<file path="config.mk">
export PLATFORM = sky130hd
export DESIGN_NAME = store_queue_flat
export DESIGN_NICKNAME = d
export VERILOG_FILES = /design/src/rtl/stq_pkg.sv /design/src/rtl/store_queue_if.sv /design/src/rtl/stq_forward_select.sv /design/src/rtl/store_queue.sv /design/src/flat_wrapper.sv
export SDC_FILE = /design/constraint.sdc
export NUM_CORES = 2
export LEC_CHECK = 0
export BUFFER_PORTS_ARGS = -buffer_cell sky130_fd_sc_hd__buf_2
export CAP_MARGIN = 25
export CORE_UTILIZATION = 25
export DETAILED_ROUTE_END_ITERATION = 12
export SKIP_CTS_REPAIR_TIMING = 1
export SYNTH_ARGS = -nofsm -noshare
export SYNTH_HDL_FRONTEND = slang
export SYNTH_SLANG_ARGS = --single-unit
</file>
<file path="constraint.sdc">
create_clock -name clk -period 7.3 [get_ports clk]
set_clock_uncertainty 0.15 [all_clocks]
set_input_delay 0.73 -clock clk [delete_from_list [all_inputs] [get_ports clk]]
set_output_delay 0.73 -clock clk [all_outputs]
set_load 0.01 [all_outputs]
</file>
<file path="src/rtl/stq_pkg.sv">
// Shared types and helpers for the store queue.
// Holds the queue geometry, the per-entry record and the word-address compare.
package stq_pkg;

  localparam int unsigned XLEN          = 32;
  localparam int unsigned STQ_BUF_SIZE  = 8;
  localparam int unsigned ROB_TAG_WIDTH = 5;
  localparam int unsigned STQ_IDX_W     = $clog2(STQ_BUF_SIZE);
  localparam int unsigned STQ_PTR_W     = STQ_IDX_W + 1;

  typedef logic [STQ_IDX_W-1:0]     stq_idx_t;
  typedef logic [STQ_PTR_W-1:0]     stq_ptr_t;
  typedef logic [XLEN-1:0]          xlen_t;
  typedef logic [ROB_TAG_WIDTH-1:0] rob_tag_t;

  typedef struct packed {
    logic     valid;
    xlen_t    addr;
    logic     addr_valid;
    xlen_t    data;
    logic     data_valid;
    logic     committed;
    rob_tag_t rob_tag;
  } stq_entry_t;

  // Full-word stores only: ignore the byte offset when matching.
  function automatic logic word_addr_match(input xlen_t a, input xlen_t b);
    return ((a ^ b) >> 2) == '0;
  endfunction

endpackage

</file>
<file path="src/rtl/store_queue_if.sv">
// Store queue bus bundle: allocation, address/data resolve, commit/flush,
// memory drain port and the combinational load-forwarding query.
// master = LSU/core side driving requests, slave = the store queue.
interface store_queue_if;
  import stq_pkg::*;

  logic     alloc_valid;
  rob_tag_t alloc_rob_tag;
  logic     alloc_ready;
  stq_idx_t alloc_index;

  logic     addr_wr_valid;
  stq_idx_t addr_wr_index;
  xlen_t    addr_wr;
  logic     data_wr_valid;
  stq_idx_t data_wr_index;
  xlen_t    data_wr;

  logic     commit_valid;
  logic     flush;

  logic     mem_wr_valid;
  xlen_t    mem_wr_addr;
  xlen_t    mem_wr_data;
  logic     mem_wr_ready;

  logic [STQ_BUF_SIZE-1:0] valid_mask;

  xlen_t                   fwd_addr;
  logic [STQ_BUF_SIZE-1:0] fwd_store_mask;
  logic                    fwd_hit;
  stq_idx_t                fwd_index;
  xlen_t                   fwd_data;
  logic                    fwd_stall;

  logic full;
  logic empty;

  modport master (
    output alloc_valid, alloc_rob_tag,
    output addr_wr_valid, addr_wr_index, addr_wr,
    output data_wr_valid, data_wr_index, data_wr,
    output commit_valid, flush, mem_wr_ready,
    output fwd_addr, fwd_store_mask,
    input  alloc_ready, alloc_index,
    input  mem_wr_valid, mem_wr_addr, mem_wr_data,
    input  valid_mask, fwd_hit, fwd_index, fwd_data, fwd_stall,
    input  full, empty
  );

  modport slave (
    input  alloc_valid, alloc_rob_tag,
    input  addr_wr_valid, addr_wr_index, addr_wr,
    input  data_wr_valid, data_wr_index, data_wr,
    input  commit_valid, flush, mem_wr_ready,
    input  fwd_addr, fwd_store_mask,
    output alloc_ready, alloc_index,
    output mem_wr_valid, mem_wr_addr, mem_wr_data,
    output valid_mask, fwd_hit, fwd_index, fwd_data, fwd_stall,
    output full, empty
  );

endinterface

</file>
<file path="src/rtl/stq_forward_select.sv">
// Age-ordered priority scan for store-to-load forwarding.
// Inputs: head_idx (oldest entry), cand_mask (valid & load dependency),
//         per-entry address-match / address-valid / data-valid vectors.
// Outputs: hit (forward from index), stall (youngest relevant store unresolved).
module stq_forward_select
  import stq_pkg::*;
(
  input  stq_idx_t                head_idx,
  input  logic [STQ_BUF_SIZE-1:0] cand_mask,
  input  logic [STQ_BUF_SIZE-1:0] match_vec,
  input  logic [STQ_BUF_SIZE-1:0] addr_valid_vec,
  input  logic [STQ_BUF_SIZE-1:0] data_valid_vec,
  output logic                    hit,
  output logic                    stall,
  output stq_idx_t                index
);

  // Walk from youngest age (head + N-1) down to head; first decisive candidate wins.
  always_comb begin
    stq_idx_t idx;
    logic     found;
    hit   = 1'b0;
    stall = 1'b0;
    index = '0;
    found = 1'b0;
    idx   = '0;
    for (int k = STQ_BUF_SIZE - 1; k >= 0; k--) begin
      idx = head_idx + stq_idx_t'(k);
      if (!found && cand_mask[idx]) begin
        if (!addr_valid_vec[idx]) begin
          stall = 1'b1;
          found = 1'b1;
        end else if (match_vec[idx]) begin
          found = 1'b1;
          if (data_valid_vec[idx]) begin
            hit   = 1'b1;
            index = idx;
          end else begin
            stall = 1'b1;
          end
        end
      end
    end
  end

endmodule

</file>
<file path="src/rtl/store_queue.sv">
// Circular LSU store queue: in-order allocate, out-of-order address/data
// resolve, in-order commit and drain to memory, combinational forwarding.
// Ports: clk, reset (sync, active-high), sq (store_queue_if.slave bundle).
module store_queue
  import stq_pkg::*;
(
  input  logic         clk,
  input  logic         reset,
  store_queue_if.slave sq
);

  stq_entry_t entries_q [STQ_BUF_SIZE];
  stq_entry_t entries_d [STQ_BUF_SIZE];
  stq_ptr_t   head_q, head_d, commit_q, commit_d, tail_q, tail_d;

  stq_ptr_t   count;
  stq_idx_t   head_idx, commit_idx, tail_idx;
  stq_entry_t head_entry;
  logic       full_w, alloc_fire, commit_fire, drain_fire, mem_wr_valid_w;
  logic [STQ_BUF_SIZE-1:0] valid_vec, match_vec, addr_valid_vec, data_valid_vec;
  logic       fwd_hit_w, fwd_stall_w;
  stq_idx_t   fwd_idx_w;
  logic       unused_rob_tag;

  assign head_idx   = stq_idx_t'(head_q);
  assign commit_idx = stq_idx_t'(commit_q);
  assign tail_idx   = stq_idx_t'(tail_q);
  assign count      = tail_q - head_q;
  assign full_w     = (count == stq_ptr_t'(STQ_BUF_SIZE));
  assign head_entry = entries_q[head_idx];

  assign mem_wr_valid_w = head_entry.valid && head_entry.committed &&
                          head_entry.addr_valid && head_entry.data_valid;
  // Fullness comes from registered count, so a same-cycle drain never frees a slot.
  assign alloc_fire  = sq.alloc_valid && !full_w && !sq.flush;
  // Commit with nothing uncommitted is a protocol error and is dropped.
  assign commit_fire = sq.commit_valid && (commit_q != tail_q);
  assign drain_fire  = mem_wr_valid_w && sq.mem_wr_ready;

  // Per-entry status vectors for forwarding and the valid snapshot.
  always_comb begin
    valid_vec      = '0;
    match_vec      = '0;
    addr_valid_vec = '0;
    data_valid_vec = '0;
    unused_rob_tag = 1'b0;
    for (int i = 0; i < STQ_BUF_SIZE; i++) begin
      valid_vec[i]      = entries_q[i].valid;
      match_vec[i]      = word_addr_match(entries_q[i].addr, sq.fwd_addr);
      addr_valid_vec[i] = entries_q[i].addr_valid;
      data_valid_vec[i] = entries_q[i].data_valid;
      unused_rob_tag    = unused_rob_tag ^ (^entries_q[i].rob_tag);
    end
  end

  // Next state; same-edge events resolve as commit, then flush, then drain.
  always_comb begin
    stq_ptr_t flush_len;
    stq_idx_t clr_idx;
    entries_d = entries_q;
    head_d    = head_q;
    commit_d  = commit_q;
    tail_d    = tail_q;
    flush_len = '0;
    clr_idx   = '0;

    if (sq.addr_wr_valid && entries_q[sq.addr_wr_index].valid) begin
      entries_d[sq.addr_wr_index].addr       = sq.addr_wr;
      entries_d[sq.addr_wr_index].addr_valid = 1'b1;
    end
    if (sq.data_wr_valid && entries_q[sq.data_wr_index].valid) begin
      entries_d[sq.data_wr_index].data       = sq.data_wr;
      entries_d[sq.data_wr_index].data_valid = 1'b1;
    end

    if (alloc_fire) begin
      entries_d[tail_idx]         = '0;
      entries_d[tail_idx].valid   = 1'b1;
      entries_d[tail_idx].rob_tag = sq.alloc_rob_tag;
      tail_d                      = tail_q + stq_ptr_t'(1);
    end

    if (commit_fire) begin
      entries_d[commit_idx].committed = 1'b1;
      commit_d                        = commit_q + stq_ptr_t'(1);
    end

    // Flush starts after this cycle's commit so the just-committed entry survives.
    if (sq.flush) begin
      flush_len = tail_q - commit_d;
      for (int k = 0; k < STQ_BUF_SIZE; k++) begin
        if (stq_ptr_t'(k) < flush_len) begin
          clr_idx            = stq_idx_t'(commit_d) + stq_idx_t'(k);
          entries_d[clr_idx] = '0;
        end
      end
      tail_d = commit_d;
    end

    if (drain_fire) begin
      entries_d[head_idx] = '0;
      head_d              = head_q + stq_ptr_t'(1);
    end
  end

  always_ff @(posedge clk) begin
    if (reset) begin
      for (int i = 0; i < STQ_BUF_SIZE; i++) entries_q[i] <= '0;
      head_q   <= '0;
      commit_q <= '0;
      tail_q   <= '0;
    end else begin
      entries_q <= entries_d;
      head_q    <= head_d;
      commit_q  <= commit_d;
      tail_q    <= tail_d;
    end
  end

  stq_forward_select u_fwd_sel (
    .head_idx       (head_idx),
    .cand_mask      (valid_vec & sq.fwd_store_mask),
    .match_vec      (match_vec),
    .addr_valid_vec (addr_valid_vec),
    .data_valid_vec (data_valid_vec),
    .hit            (fwd_hit_w),
    .stall          (fwd_stall_w),
    .index          (fwd_idx_w)
  );

  assign sq.alloc_ready  = !full_w;
  assign sq.alloc_index  = tail_idx;
  assign sq.full         = full_w;
  assign sq.empty        = (count == '0);
  assign sq.valid_mask   = valid_vec;
  assign sq.mem_wr_valid = mem_wr_valid_w;
  assign sq.mem_wr_addr  = mem_wr_valid_w ? head_entry.addr : '0;
  assign sq.mem_wr_data  = mem_wr_valid_w ? head_entry.data : '0;
  assign sq.fwd_hit      = fwd_hit_w;
  assign sq.fwd_stall    = fwd_stall_w;
  assign sq.fwd_index    = fwd_idx_w;
  assign sq.fwd_data     = fwd_hit_w ? entries_q[fwd_idx_w].data : '0;

endmodule
</file>
<file path="src/flat_wrapper.sv">
// flat-port wrapper written by rule: the top's interface ports become plain ports
module store_queue_flat import stq_pkg::*;
  (clk, reset, sq_alloc_valid, sq_alloc_rob_tag, sq_addr_wr_valid, sq_addr_wr_index, sq_addr_wr, sq_data_wr_valid, sq_data_wr_index, sq_data_wr, sq_commit_valid, sq_flush, sq_mem_wr_ready, sq_fwd_addr, sq_fwd_store_mask, sq_alloc_ready, sq_alloc_index, sq_mem_wr_valid, sq_mem_wr_addr, sq_mem_wr_data, sq_valid_mask, sq_fwd_hit, sq_fwd_index, sq_fwd_data, sq_fwd_stall, sq_full, sq_empty);
  store_queue_if sq_i ();
  input  logic clk;
  input  logic reset;
  input wire logic [$bits(sq_i.alloc_valid)-1:0] sq_alloc_valid;
  input wire logic [$bits(sq_i.alloc_rob_tag)-1:0] sq_alloc_rob_tag;
  input wire logic [$bits(sq_i.addr_wr_valid)-1:0] sq_addr_wr_valid;
  input wire logic [$bits(sq_i.addr_wr_index)-1:0] sq_addr_wr_index;
  input wire logic [$bits(sq_i.addr_wr)-1:0] sq_addr_wr;
  input wire logic [$bits(sq_i.data_wr_valid)-1:0] sq_data_wr_valid;
  input wire logic [$bits(sq_i.data_wr_index)-1:0] sq_data_wr_index;
  input wire logic [$bits(sq_i.data_wr)-1:0] sq_data_wr;
  input wire logic [$bits(sq_i.commit_valid)-1:0] sq_commit_valid;
  input wire logic [$bits(sq_i.flush)-1:0] sq_flush;
  input wire logic [$bits(sq_i.mem_wr_ready)-1:0] sq_mem_wr_ready;
  input wire logic [$bits(sq_i.fwd_addr)-1:0] sq_fwd_addr;
  input wire logic [$bits(sq_i.fwd_store_mask)-1:0] sq_fwd_store_mask;
  output wire logic [$bits(sq_i.alloc_ready)-1:0] sq_alloc_ready;
  output wire logic [$bits(sq_i.alloc_index)-1:0] sq_alloc_index;
  output wire logic [$bits(sq_i.mem_wr_valid)-1:0] sq_mem_wr_valid;
  output wire logic [$bits(sq_i.mem_wr_addr)-1:0] sq_mem_wr_addr;
  output wire logic [$bits(sq_i.mem_wr_data)-1:0] sq_mem_wr_data;
  output wire logic [$bits(sq_i.valid_mask)-1:0] sq_valid_mask;
  output wire logic [$bits(sq_i.fwd_hit)-1:0] sq_fwd_hit;
  output wire logic [$bits(sq_i.fwd_index)-1:0] sq_fwd_index;
  output wire logic [$bits(sq_i.fwd_data)-1:0] sq_fwd_data;
  output wire logic [$bits(sq_i.fwd_stall)-1:0] sq_fwd_stall;
  output wire logic [$bits(sq_i.full)-1:0] sq_full;
  output wire logic [$bits(sq_i.empty)-1:0] sq_empty;
  assign sq_i.alloc_valid = sq_alloc_valid;
  assign sq_i.alloc_rob_tag = sq_alloc_rob_tag;
  assign sq_i.addr_wr_valid = sq_addr_wr_valid;
  assign sq_i.addr_wr_index = sq_addr_wr_index;
  assign sq_i.addr_wr = sq_addr_wr;
  assign sq_i.data_wr_valid = sq_data_wr_valid;
  assign sq_i.data_wr_index = sq_data_wr_index;
  assign sq_i.data_wr = sq_data_wr;
  assign sq_i.commit_valid = sq_commit_valid;
  assign sq_i.flush = sq_flush;
  assign sq_i.mem_wr_ready = sq_mem_wr_ready;
  assign sq_i.fwd_addr = sq_fwd_addr;
  assign sq_i.fwd_store_mask = sq_fwd_store_mask;
  assign sq_alloc_ready = sq_i.alloc_ready;
  assign sq_alloc_index = sq_i.alloc_index;
  assign sq_mem_wr_valid = sq_i.mem_wr_valid;
  assign sq_mem_wr_addr = sq_i.mem_wr_addr;
  assign sq_mem_wr_data = sq_i.mem_wr_data;
  assign sq_valid_mask = sq_i.valid_mask;
  assign sq_fwd_hit = sq_i.fwd_hit;
  assign sq_fwd_index = sq_i.fwd_index;
  assign sq_fwd_data = sq_i.fwd_data;
  assign sq_fwd_stall = sq_i.fwd_stall;
  assign sq_full = sq_i.full;
  assign sq_empty = sq_i.empty;
  store_queue u_core (.clk(clk), .reset(reset), .sq(sq_i));
endmodule
</file>
==> impl_metrics.json <==
{
  "die-width_um": 358,
  "ios": 239,
  "clkSinkCount": 556,
  "rsz0062_at_grt": "no",
  "yosysTopAreaCell": "dfxtp_1",
  "dieHeight_um": 358,
  "setup_viol_count_final": 0,
  "power_density_nw_per_um2": 225,
  "antenna_found_initial": 45,
  "gp_congestion": 0.950,
  "syn2layout_area_growth_pct": 16.4,
  "whs_ns": 0.222,
  "syn-instance-count": 3951,
  "synth-main-ff-cell": "dfxtp_1",
  "grt_busiest_layer": "met2",
  "slew_viol_final": 0,
  "synthTopCellsByArea": "dfxtp_1 35%, nand2_1 15%, mux4_2 11%, a21oi_1 9.5%, xor2_1 6.0%",
  "cp_data_required_time_ns": 6.42,
  "clk_pin_slew_ns": 0.07,
  "wirelength_um": 133000,
  "max_freq_mhz": 142,
  "ff2ff_path_depth": 16,
  "crit_path_end": "sq_fwd_data[22]",
  "hold_violations": 0,
  "use_met3": 0.0511,
  "cts-root-buf": "clkbuf_16",
  "ys_types": 79,
  "layout.nets": 4094,
  "final_area_sq_um": 37000,
  "run_status": "completed",
  "worstReg2RegStart": "u_core.tail_q[1]",
  "cp_data_arrival_time_ns": 6.18,
  "worstSetupStartpointType": "register",
  "yosysSeqAreaShare": 0.350,
  "ir_drop_v": 0.000182,
  "port_buffers": 231,
  "worstPathMaxFanout": 45,
  "synth_edf_count": 0,
  "period_minus_slack_ns": 7.06,
  "grt_max_degree": 110,
  "cts_buffer_depth": 3,
  "die_area_sq_um": 128000,
  "cts_buffers": 70,
  "reg2reg_setup_slack_ns": 1.68,
  "place_area_sq_um": 34300,
  "post-route-drc-count": 0,
  "synth_area_sq_um": 31800,
  "power_leakage_nw": 12.9,
  "crit_path_end_kind": "primary output",
  "use_met1": 0.266,
  "vias": 30000,
  "detail_route.wl_per_cell_um": 23.4,
  "tns_ns": 0,
  "ant_nets": 0,
  "min-delay-path-class": "input pin to register",
  "yosysTopAreaCellShare": 0.350,
  "placementRows": 130,
  "core_sq_um": 126000,
  "yosysWarnings": 0,
  "tightest_slew_ns": 1.20,
  "cap_viol_max_count": 0,
  "drive_gt1_frac": 0.177,
  "drt_iter0_drc": 3600,
  "dr.pass1.iters": 6,
  "vias_per_cell": 5.28,
  "ys_async_sr_fraction": 0,
  "overflow": 0,
  "synth_nets": 4091,
  "grt_pass1_wl_um": 192000,
  "relSlewSlack": 0.202,
  "start_util": 0.252,
  "clk_latency_ns": 0.66,
  "final_util": 0.294,
  "cp-startpoint": "u_core.head_q[0]",
  "avgSynthCellArea_sq_um": 8.04,
  "grt_util_met2": 0.302,
  "reg2reg_to": "u_core.entries_q[302]",
  "grt_pass1_vias": 27800,
  "htree_levels": 3,
  "dp_hpwl_um": 87100,
  "synth_seq_cells": 556,
  "cts_tree": "done",
  "post-route-period-util": 0.968,
  "path_class": "register to primary output",
  "grt.total_usage": 0.200
}
==> worst max-delay path: stages, from the launching register on <==
cell and delay, ns:
dfxtp_4 0.46, buf_4 0.65, mux4_2 0.66, mux2i_1 0.40, o211ai_1 0.16, or4_1 0.57
nand2_1 0.20, nor4b_1 0.11, or2_2 0.31, a2111oi_0 0.61, a21oi_4 0.20, buf_12 0.25
mux2_2 0.30, o22ai_1 0.37, buf_2 0.22
==> layout by cell type (no fill, tap or decap), drive strengths merged, types with 16 or more instances in the layout <==
cell and instances:
mux4 151, clkbuf 97, nand2 1237, nand4 27, buf 315, ha 16
nand3 35, a21oi 604, xnor2 51, inv 29, mux2 70, nor4 54
xor2 216, diode 16, clkinv 16, dfxtp 556, o21ai 41, o22ai 40
mux2i 145, nor2 109
==> through the flow <==
step / std cells / setup WS (ns) / power, W
2_1_floorplan: 3951 / 1.91 / 0.00397
3_3_place_gp: 5523 / 0.591 / 0.00456
3_5_place_dp: 5529 / 0.652 / 0.00458
4_1_cts: 5656 / 0.318 / 0.00832
5_1_grt: 5665 / 0.0315 / 0.00854
6_report: 5675 / 0.235 / 0.00834
==> flip-flops by register name, indices dropped and copies added, names as in the netlist <==
signal                 flops
u_core.sq.valid_mask       8
u_core.addr_valid_vec      8
u_core.entries_q         520
u_core.commit_q            4
u_core.data_valid_vec      8
u_core.head_q              4
u_core.tail_q              4
==> cells by family after synthesis <==
kind of cell,synth area share
AO/OA/AOI/OAI,0.134
flip-flops,0.350
multiplexers,0.178
buffers and inverters,0.0554
adder cells (fa/ha/maj),0.00725
XOR/XNOR,0.0739
AND/OR/NAND/NOR,0.201
==> routing by layer <==
metal  vias up  routed length, um
li1      13500                  -
met4        32               6070
met5         -                214
met2      1691              58100
met1     14400              53700
met3       336              14600
==> synthesized netlist by cell type (all sizes together) (4+ instances only) <==
cell type	n
or3	6
a211oi	11
ha	16
a21boi	4
nor4	54
nor4b	4
o2bb2ai	4
nor3	10
a22oi	7
nor3b	5
mux2	70
a31oi	7
o211ai	12
o21ai	41
or4	5
dfxtp	556
inv	27
and2	6
or2	13
o22ai	40
mux4	151
clkbuf	209
nand3	35
a21oi	604
nand2	1237
buf	175
and3	13
nand2b	12
nor2b	11
a221o	4
o221ai	5
xor2	216
o32a	4
nand4	27
xnor2	51
nor2	109
o31ai	4
mux2i	145
a221oi	5
==> where the power goes <==
group / internal, W / switching [W] / total [W]
Clock: 0.00224 / 0.00152 / 0.00377
Combinational: 0.000358 / 0.00114 / 0.00150
Sequential: 0.00305 / 0.0000212 / 0.00307
==> worst min-delay path by stage <==
| stage | start | slack [ns] | cells after the start | end |
|---|---|---|---|---|
| after global placement | u_core.entries_q[187] | 0.29 | 2 | u_core.entries_q[187] |
| after detailed placement | u_core.entries_q[41] | 0.30 | 2 | u_core.entries_q[41] |
| after CTS | sq_addr_wr[19] | 0.20 | 3 | u_core.entries_q[351] |
| final | sq_addr_wr[26] | 0.22 | 3 | u_core.entries_q[358] |
| after floorplan | u_core.entries_q[114] | 0.28 | 2 | u_core.entries_q[114] |
| after global routing | sq_addr_wr[19] | 0.22 | 3 | u_core.entries_q[497] |
==> cell type report <==
class / count / area [sq um]
multi-input combinational: 2984 / 19100
clock inverter: 30 / 458
clock buffer: 97 / 2050
sequential: 556 / 11100
inverter: 27 / 104
fill: 13500 / 88900
antenna: 16 / 40.0
tap: 1650 / 2060
timing repair buffer: 315 / 2040
Note: power is estimated with default switching activity, not from simulation.
